### src/rtl/alu_cmd_sequencer.sv
// -----------------------------------------------------------------------------
// alu_cmd_sequencer
// Command sequencer that sits directly upstream of a 4-bit combinational ALU.
// It accepts commands over a valid/ready port and keeps a 4 x 4-bit register
// file. For each command it either loads an immediate or drives registered
// operands/select to the ALU. It captures the ALU result and flags, writes
// the result back, and presents it on a valid/ready response port.
//
// Optional feature: define ALU_SEQ_SKID_EN to add a 1-entry command buffer.
// The buffer accepts a command while an operation is in flight and issues it
// on the response handshake.
//
// Ports
//   clk, rst_n         clock, synchronous active-low reset
//   ena                global enable; low freezes all state, forces cmd_ready=0
//   cmd_valid/ready    command handshake
//   cmd_load           1 = load cmd_imm into rd, 0 = ALU op
//   cmd_op             ALU select (00 add, 01 sub, 10 and, 11 or)
//   cmd_bsel           operand B source: 0 = rf[rs2], 1 = cmd_imm
//   cmd_rd/rs1/rs2     register indices
//   cmd_imm            immediate
//   alu_a/alu_b/alu_sel  registered ALU operands and select
//   alu_out, alu_carry, alu_zero, alu_sign  ALU result and flags
//   res_valid/ready    response handshake
//   res_data           result value
//   res_flags          {sign, zero, carry}
// -----------------------------------------------------------------------------
module alu_cmd_sequencer (
  input  logic       clk,
  input  logic       rst_n,
  input  logic       ena,
  input  logic       cmd_valid,
  output logic       cmd_ready,
  input  logic       cmd_load,
  input  logic [1:0] cmd_op,
  input  logic       cmd_bsel,
  input  logic [1:0] cmd_rd,
  input  logic [1:0] cmd_rs1,
  input  logic [1:0] cmd_rs2,
  input  logic [3:0] cmd_imm,
  output logic [3:0] alu_a,
  output logic [3:0] alu_b,
  output logic [1:0] alu_sel,
  input  logic [3:0] alu_out,
  input  logic       alu_carry,
  input  logic       alu_zero,
  input  logic       alu_sign,
  output logic       res_valid,
  input  logic       res_ready,
  output logic [3:0] res_data,
  output logic [2:0] res_flags
);

  localparam int unsigned DATA_W   = 4;
  localparam int unsigned SEL_W    = 2;
  localparam int unsigned IDX_W    = 2;
  localparam int unsigned FLAG_W   = 3;
  localparam int unsigned RF_DEPTH = 4;

  localparam logic [1:0] ST_IDLE = 2'd0;
  localparam logic [1:0] ST_EXEC = 2'd1;
  localparam logic [1:0] ST_RESP = 2'd2;

  typedef struct packed {
    logic              load;
    logic [SEL_W-1:0]  op;
    logic              bsel;
    logic [IDX_W-1:0]  rd;
    logic [IDX_W-1:0]  rs1;
    logic [IDX_W-1:0]  rs2;
    logic [DATA_W-1:0] imm;
  } cmd_t;

  // State and datapath registers
  logic [1:0]        r_state;
  logic [DATA_W-1:0] r_rf [RF_DEPTH];
  logic [IDX_W-1:0]  r_rd;
  logic [DATA_W-1:0] r_alu_a;
  logic [DATA_W-1:0] r_alu_b;
  logic [SEL_W-1:0]  r_alu_sel;
  logic              r_res_valid;
  logic [DATA_W-1:0] r_res_data;
  logic [FLAG_W-1:0] r_res_flags;

  // Combinational decode
  cmd_t              w_cmd_in;
  cmd_t              w_issue_cmd;
  logic              w_cmd_ready;
  logic              w_cmd_fire;
  logic              w_res_fire;
  logic              w_issue;

  // Next-state values
  logic [1:0]        w_state_nxt;
  logic [IDX_W-1:0]  w_rd_nxt;
  logic [DATA_W-1:0] w_alu_a_nxt;
  logic [DATA_W-1:0] w_alu_b_nxt;
  logic [SEL_W-1:0]  w_alu_sel_nxt;
  logic              w_res_valid_nxt;
  logic [DATA_W-1:0] w_res_data_nxt;
  logic [FLAG_W-1:0] w_res_flags_nxt;
  logic              w_rf_we;
  logic [IDX_W-1:0]  w_rf_waddr;
  logic [DATA_W-1:0] w_rf_wdata;

`ifdef ALU_SEQ_SKID_EN
  cmd_t              r_buf;
  logic              r_buf_valid;
  logic              w_buf_load;
  logic              w_buf_clear;
`endif

  // Pack the command port into one payload
  assign w_cmd_in = '{
    load: cmd_load,
    op:   cmd_op,
    bsel: cmd_bsel,
    rd:   cmd_rd,
    rs1:  cmd_rs1,
    rs2:  cmd_rs2,
    imm:  cmd_imm
  };

  // Command-ready: never during reset or while disabled
  always_comb begin
    w_cmd_ready = 1'b0;
    if (rst_n && ena) begin
`ifdef ALU_SEQ_SKID_EN
      w_cmd_ready = (r_state == ST_IDLE) || !r_buf_valid;
`else
      w_cmd_ready = (r_state == ST_IDLE);
`endif
    end
  end

  assign w_cmd_fire = cmd_valid && w_cmd_ready;
  assign w_res_fire = rst_n && ena && (r_state == ST_RESP) && r_res_valid && res_ready;

  // Issue select: from the port in IDLE. With the skid buffer enabled, a
  // command can also issue on the response handshake, buffered entry first.
  always_comb begin
    w_issue     = 1'b0;
    w_issue_cmd = w_cmd_in;
`ifdef ALU_SEQ_SKID_EN
    w_buf_load  = 1'b0;
    w_buf_clear = 1'b0;
`endif
    if (r_state == ST_IDLE) begin
      w_issue = w_cmd_fire;
    end
`ifdef ALU_SEQ_SKID_EN
    else begin
      if (w_res_fire && r_buf_valid) begin
        w_issue     = 1'b1;
        w_issue_cmd = r_buf;
        w_buf_clear = 1'b1;
      end else if (w_res_fire && w_cmd_fire) begin
        // Empty buffer and a command arriving on the handshake edge: the
        // command passes straight through, which keeps program order.
        w_issue = 1'b1;
      end else if (w_cmd_fire) begin
        w_buf_load = 1'b1;
      end
    end
`endif
  end

  // Next-state and register-update decode
  always_comb begin
    w_state_nxt     = r_state;
    w_rd_nxt        = r_rd;
    w_alu_a_nxt     = r_alu_a;
    w_alu_b_nxt     = r_alu_b;
    w_alu_sel_nxt   = r_alu_sel;
    w_res_valid_nxt = r_res_valid;
    w_res_data_nxt  = r_res_data;
    w_res_flags_nxt = r_res_flags;
    w_rf_we         = 1'b0;
    w_rf_waddr      = r_rd;
    w_rf_wdata      = alu_out;

    case (r_state)
      ST_EXEC: begin
        // ALU output has settled; capture and write back
        w_rf_we         = 1'b1;
        w_rf_waddr      = r_rd;
        w_rf_wdata      = alu_out;
        w_res_data_nxt  = alu_out;
        w_res_flags_nxt = {alu_sign, alu_zero, alu_carry};
        w_res_valid_nxt = 1'b1;
        w_state_nxt     = ST_RESP;
      end
      ST_RESP: begin
        if (w_res_fire) begin
          w_res_valid_nxt = 1'b0;
          w_state_nxt     = ST_IDLE;
        end
      end
      default: begin
      end
    endcase

    // Issue only happens from IDLE or RESP, so it never collides with EXEC
    if (w_issue) begin
      if (w_issue_cmd.load) begin
        w_rf_we         = 1'b1;
        w_rf_waddr      = w_issue_cmd.rd;
        w_rf_wdata      = w_issue_cmd.imm;
        w_res_data_nxt  = w_issue_cmd.imm;
        w_res_flags_nxt = {w_issue_cmd.imm[DATA_W-1],
                           (w_issue_cmd.imm == DATA_W'(0)), 1'b0};
        w_res_valid_nxt = 1'b1;
        w_state_nxt     = ST_RESP;
      end else begin
        // Any earlier writeback has already landed, so rf reads are current
        w_alu_a_nxt   = r_rf[w_issue_cmd.rs1];
        w_alu_b_nxt   = w_issue_cmd.bsel ? w_issue_cmd.imm : r_rf[w_issue_cmd.rs2];
        w_alu_sel_nxt = w_issue_cmd.op;
        w_rd_nxt      = w_issue_cmd.rd;
        w_state_nxt   = ST_EXEC;
      end
    end
  end

  // State register
  always_ff @(posedge clk) begin
    if (!rst_n) begin
      r_state <= ST_IDLE;
    end else if (ena) begin
      r_state <= w_state_nxt;
    end
  end

  // Datapath, register file and response registers
  always_ff @(posedge clk) begin
    if (!rst_n) begin
      r_rf        <= '{default: '0};
      r_rd        <= '0;
      r_alu_a     <= '0;
      r_alu_b     <= '0;
      r_alu_sel   <= '0;
      r_res_valid <= 1'b0;
      r_res_data  <= '0;
      r_res_flags <= '0;
    end else if (ena) begin
      if (w_rf_we) begin
        r_rf[w_rf_waddr] <= w_rf_wdata;
      end
      r_rd        <= w_rd_nxt;
      r_alu_a     <= w_alu_a_nxt;
      r_alu_b     <= w_alu_b_nxt;
      r_alu_sel   <= w_alu_sel_nxt;
      r_res_valid <= w_res_valid_nxt;
      r_res_data  <= w_res_data_nxt;
      r_res_flags <= w_res_flags_nxt;
    end
  end

`ifdef ALU_SEQ_SKID_EN
  // One-entry command buffer
  always_ff @(posedge clk) begin
    if (!rst_n) begin
      r_buf_valid <= 1'b0;
      r_buf       <= '0;
    end else if (ena) begin
      if (w_buf_load) begin
        r_buf_valid <= 1'b1;
        r_buf       <= w_cmd_in;
      end else if (w_buf_clear) begin
        r_buf_valid <= 1'b0;
      end
    end
  end
`endif

  assign cmd_ready = w_cmd_ready;
  assign alu_a     = r_alu_a;
  assign alu_b     = r_alu_b;
  assign alu_sel   = r_alu_sel;
  assign res_valid = r_res_valid;
  assign res_data  = r_res_data;
  assign res_flags = r_res_flags;

endmodule

### config.mk
export PLATFORM = sky130hd
export DESIGN_NAME = alu_cmd_sequencer
export DESIGN_NICKNAME = d
export VERILOG_FILES = /design/src/rtl/alu_cmd_sequencer.sv
export SDC_FILE = /design/constraint.sdc
export NUM_CORES = 1
export LEC_CHECK = 0
export CAP_MARGIN = 15
export CORE_MARGIN = 3
export CORE_UTILIZATION = 50
export CTS_CLUSTER_DIAMETER = 40
export DETAILED_ROUTE_END_ITERATION = 10
export PLACE_DENSITY = 0.85
export SETUP_SLACK_MARGIN = 0.4
export SYNTH_ARGS = -nofsm -noshare
export SYNTH_HDL_FRONTEND = slang
export SYNTH_SLANG_ARGS = --single-unit
### constraint.sdc
create_clock -name clk -period 2.45 [get_ports clk]
set_clock_uncertainty 0.05 [all_clocks]
set_input_delay 0.49 -clock clk [delete_from_list [all_inputs] [get_ports clk]]
set_output_delay 0.49 -clock clk [all_outputs]
set_load 0.02 [all_outputs]
Yosys cells after proc, flatten, opt, wreduce, memory -nomap -nowiden:

Cells that the tools add are included.

* flip-flop bits (word level): 38
* input bits: 26
* output and inout bits: 19
* word-level logic and storage cells: 68

* $lt $le $gt $ge: 4
* equality and inequality tests: 3
* mux-type cells: 33
* bitwise operators: 4
* reductions and logical operators: 12

Operators by type and width (count)
* 2-to-1 mux 4 bit: 11
* binary-select mux 4 bit (select 2 bit): 2
* bitwise mux 16 bit: 1
* 2-to-1 mux 2 bit: 5
* >= comparator 3 bit (second input constant): 3
* 2-to-1 mux 3 bit: 3
* inverter 2 -> 3 bit: 3
* demux 4 bit (select 2 bit): 1
* 2-to-1 mux 1 bit: 8
* logical AND 1 bit: 6
* AND reduction 3 bit: 2
* zero test 4 bit: 1
* one-hot mux 2 bit (2 select lines): 1
* < comparator 3 x 1 -> 1 bit (second input constant): 1
* != test 3 bit (second input constant): 1
* nonzero test 3 bit: 1
* == test 2 x 1 -> 1 bit (second input constant): 1
* == test 2 bit (second input constant): 1
* zero test 2 bit: 1
* one-hot mux 1 bit (2 select lines): 1
* AND reduction 2 bit: 1
* inverter 1 bit: 1

Logic depth before layout (Yosys ltp):

* depth after elaboration: 11
* mapped depth: 8
* depth with buffers taken out: 6

Least setup slack after synthesis:

Ideal clock, no wire load.

* kind: register to register
* from: register r_state[0]
* to: register r_rf[15] (netlist bit)
* setup time: 120 ps
* data arrival time: 1661 ps
* data required time: 2280 ps
* slack: 619 ps
* cell stages (with the launch flop): 7
* path buffers: 0
* clock period less this slack: 1831 ps
* path through: dfxtp_1 inv_1 ha_1 and4_4 a2111o_1 a21boi_4 o31a_1

* word-level cells in the longest chain between the ends: 11
* elaborated cells on any way between the ends: 18
* classes of those cells: 2 x order compare; 1 x eq/ne; 10 x mux; 1 x bitwise; 4 x reduce/logical

Ends and longest elaborated chain
* from (decl): line 75 `logic [1:0] r_state;`
* from (signal assigned): line 230 `r_state <= w_state_nxt;`
* zero test 2 bit: line 131, 148
* 2-to-1 mux 1 bit: line 127 `if (rst_n && ena) begin`
* logical AND 1 bit: line 136 `assign w_cmd_fire = cmd_valid && w_cmd_ready;`
* 2-to-1 mux 1 bit: line 148 `if (r_state == ST_IDLE) begin`
* 2-to-1 mux 2 bit: line 204 `if (w_issue) begin`
* inverter 2 -> 3 bit (implied by the code): line 247 `r_rf[w_rf_waddr] <= w_rf_wdata;`
* >= comparator 3 bit (implied by the code) / < comparator 3 x 1 -> 1 bit (equally long branches): line 247
* logical AND 1 bit (implied by the code): line 247
* 2-to-1 mux 4 bit (implied by the code): line 247
* demux 4 bit (select 2 bit): line 247
* bitwise mux 16 bit: line 247
* to (signal, indexed assignment): line 247
* to (decl): line 76 `logic [DATA_W-1:0] r_rf [RF_DEPTH];`

Parallel ways exist; a longest one is shown, timed or not.
A chain may end at the register's enable or synchronous reset.

Worst setup path after layout:

Ends and elaborated chain as after synthesis.

==> impl_metrics.json <==
{
  "status": "finished clean",
  "drcViolationCount": 0,
  "setup_viol": 0,
  "routedWlPerCell_um": 16.8,
  "cts_sinks": 38,
  "num_rows": 22,
  "initial_utilization": 0.534,
  "cap_violations": 0,
  "synth_area_um2": 2010,
  "syn_nets": 243,
  "fp.dieArea_um2": 4820,
  "fin_ws_ps": 492,
  "hold_viol": 0,
  "htree_num_levels": 2,
  "cp.arrival_ps": 2100,
  "cts_buffers": 5,
  "grt_pass1_vias": 1839,
  "min_period_over_period": 0.799,
  "core_area_um2": 3770,
  "leakagePower_nw": 1.08,
  "ys_seq_area_frac": 0.378,
  "nets": 294,
  "grt_max_degree": 19,
  "synth_edf_count": 0,
  "critPathMaxFanout": 12,
  "gr-total-overflow": 0,
  "antenna_found_initial": 0,
  "area_growth_pct": 32.3,
  "regArea_um2": 762,
  "dp_hpwl_um": 3860,
  "gp_congestion": 0.887,
  "drive_gt1_frac": 0.169,
  "worstSetupStartpointType": "register",
  "powerDensity_nw_per_um2": 519,
  "tns_ps": 0,
  "ir_drop_mv": 0.466,
  "syn_avg_cell_area_um2": 9.40,
  "worstPathRequired_ps": 2590,
  "synth_ff_type": "dfxtp_1",
  "cts.clk_slew.worst_paths_ps": 80,
  "final_cell_mix": "clkdlybuf4s50_1, a21oi_1, dfxtp_1",
  "synth-seq-cells": 38,
  "yosysTopAreaCell": "dfxtp_1",
  "die_h_um": 69.4,
  "worst_slew_pin_slew_ps": 407,
  "synth.distinct_cells": 46,
  "drtIter0Drc": 178,
  "cp-end-kind": "register",
  "grtUsageTotal": 0.231,
  "syn_inst": 214,
  "rsz0062_at_grt": "false",
  "drv_slew": 0,
  "final_common_cell": "clkdlybuf4s50_1",
  "fp.dieW_um": 69.4,
  "multi_input_area_um2": 1180,
  "n_antenna_cell": 0,
  "fin_worst_hold_slack_ps": 406,
  "max_slew_margin": 0.728,
  "final_util": 0.706,
  "pin_count": 45,
  "dr_total_vias": 1883,
  "critPathKind": "reg -> reg",
  "hold_class": "reg -> reg",
  "yosys_warnings": 0,
  "clk_latency_ps": 300,
  "grt_pass1_wl_um": 8910,
  "fill_cells": 288,
  "drt-total-wl_um": 5290,
  "via_per_inst": 6.00,
  "synth_area_leaders": "dfxtp_1, a21oi_1, mux4_2",
  "clk_path_buf_depth": 2,
  "place_ws_ps": 80.6,
  "hold_buffers": 0,
  "portBuffers": 44,
  "drt-pass1-iter-count": 4,
  "ant_nets": 0,
  "cts-root-buf": "clkbuf_8",
  "min_period_ps": 1960,
  "cts_tree": "done",
  "fmax_ghz": 0.511,
  "netlist.area_leader.share": 0.378,
  "ys_async_sr_fraction": 0
}
[per-layer routing]
layer / part of all wire / wire, um / global-route usage / up-vias
li1: - / - / - / 906
met1: 0.42 / 2240 / 0.298 / 896
met2: 0.50 / 2630 / 0.374 / 75
met3: 0.070 / 371 / 0.0696 / 6
met4: 0.0093 / 49 / 0.0694 / 0
met5: 0 / 0 / 0 / -
[where the power goes]
group          leakage, nW  switching, mW  internal (mW)  total [mW]
clock               0.0579          0.232          0.300       0.532
combinational        0.716          0.104          0.103       0.207
sequential           0.308        0.00993          0.632       0.642
[metrics by stage]
| stage | total power, mW | instances | area, um^2 |
|---|---|---|---|
| 3_3_place_gp | 0.858 | 306 | 2540 |
| 2_1_floorplan | 0.759 | 214 | 2010 |
| 6_report | 1.38 | 314 | 2660 |
| 5_1_grt | 1.43 | 314 | 2660 |
| 3_5_place_dp | 0.860 | 306 | 2540 |
| 4_1_cts | 1.38 | 314 | 2650 |
[synthesized netlist by cell type (all sizes together) (3+ instances only)]
| library cell | n |
|---|---|
| a21boi | 3 |
| a21oi | 38 |
| a311oi | 3 |
| and3 | 3 |
| buf | 9 |
| clkbuf | 4 |
| dfxtp | 38 |
| ha | 3 |
| inv | 3 |
| mux2 | 3 |
| mux2i | 8 |
| mux4 | 8 |
| nand2 | 31 |
| nand2b | 3 |
| nand3 | 5 |
| nor2 | 4 |
| o211a | 3 |
| o21a | 3 |
| o21ai | 7 |
| o31ai | 9 |
[critical path: stages (launching register included)]
cell      delay, ps
dfxtp_2         360
inv_1            60
ha_1            240
and4_4          270
a2111o_1        450
a21boi_4        180
o31a_1          250
[repair_timing]
item	in CTS	in global routing
endpoints found under the setup margin	2	12
pin swaps	1	1
buffers inserted	0	0
gates resized for setup	3	6
[state kept, by name, indices dropped and copies added (netlist names)]
signal and flops:
alu_a 4, alu_b 4, alu_sel 2, r_rd 2, r_rf 16, r_state 2, res_data 4, res_flags 3
res_valid 1
[final timing paths]
kind              cells past startpoint                     from                 endpoint  slack (ps)
setup reg to reg                      6  r_state[0]$_SDFFE_PN0P_    r_rf[15]$_SDFFE_PN0P_         490
setup / recovery                      6  r_state[0]$_SDFFE_PN0P_    r_rf[15]$_SDFFE_PN0P_         490
hold reg to reg                       2  alu_sel[0]$_SDFFE_PN0P_  alu_sel[0]$_SDFFE_PN0P_         410
hold / removal                        2  alu_sel[0]$_SDFFE_PN0P_  alu_sel[0]$_SDFFE_PN0P_         410
[cells by family (layout without fill, tap and decap cells)]
group | after synthesis | count (layout) | share of synthesized area
compound gates | 77 | 77 | 0.252
mux | 19 | 19 | 0.152
flops | 38 | 38 | 0.378
simple gates | 60 | 60 | 0.156
buf+inv | 17 | 69 | 0.0429
fa+ha+maj | 3 | 3 | 0.0187
[cell type report]
| type | count | area share |
|---|---|---|
| clock buffers | 5 | 0.0258 |
| clock inverters | 3 | 0.0150 |
| inverters | 4 | 0.00564 |
| multi-input cells | 159 | 0.444 |
| flip-flops and latches | 38 | 0.286 |
| well taps | 48 | 0.0226 |
| repair buffers | 57 | 0.201 |
No activity file was read; power rests on OpenSTA's default activity.
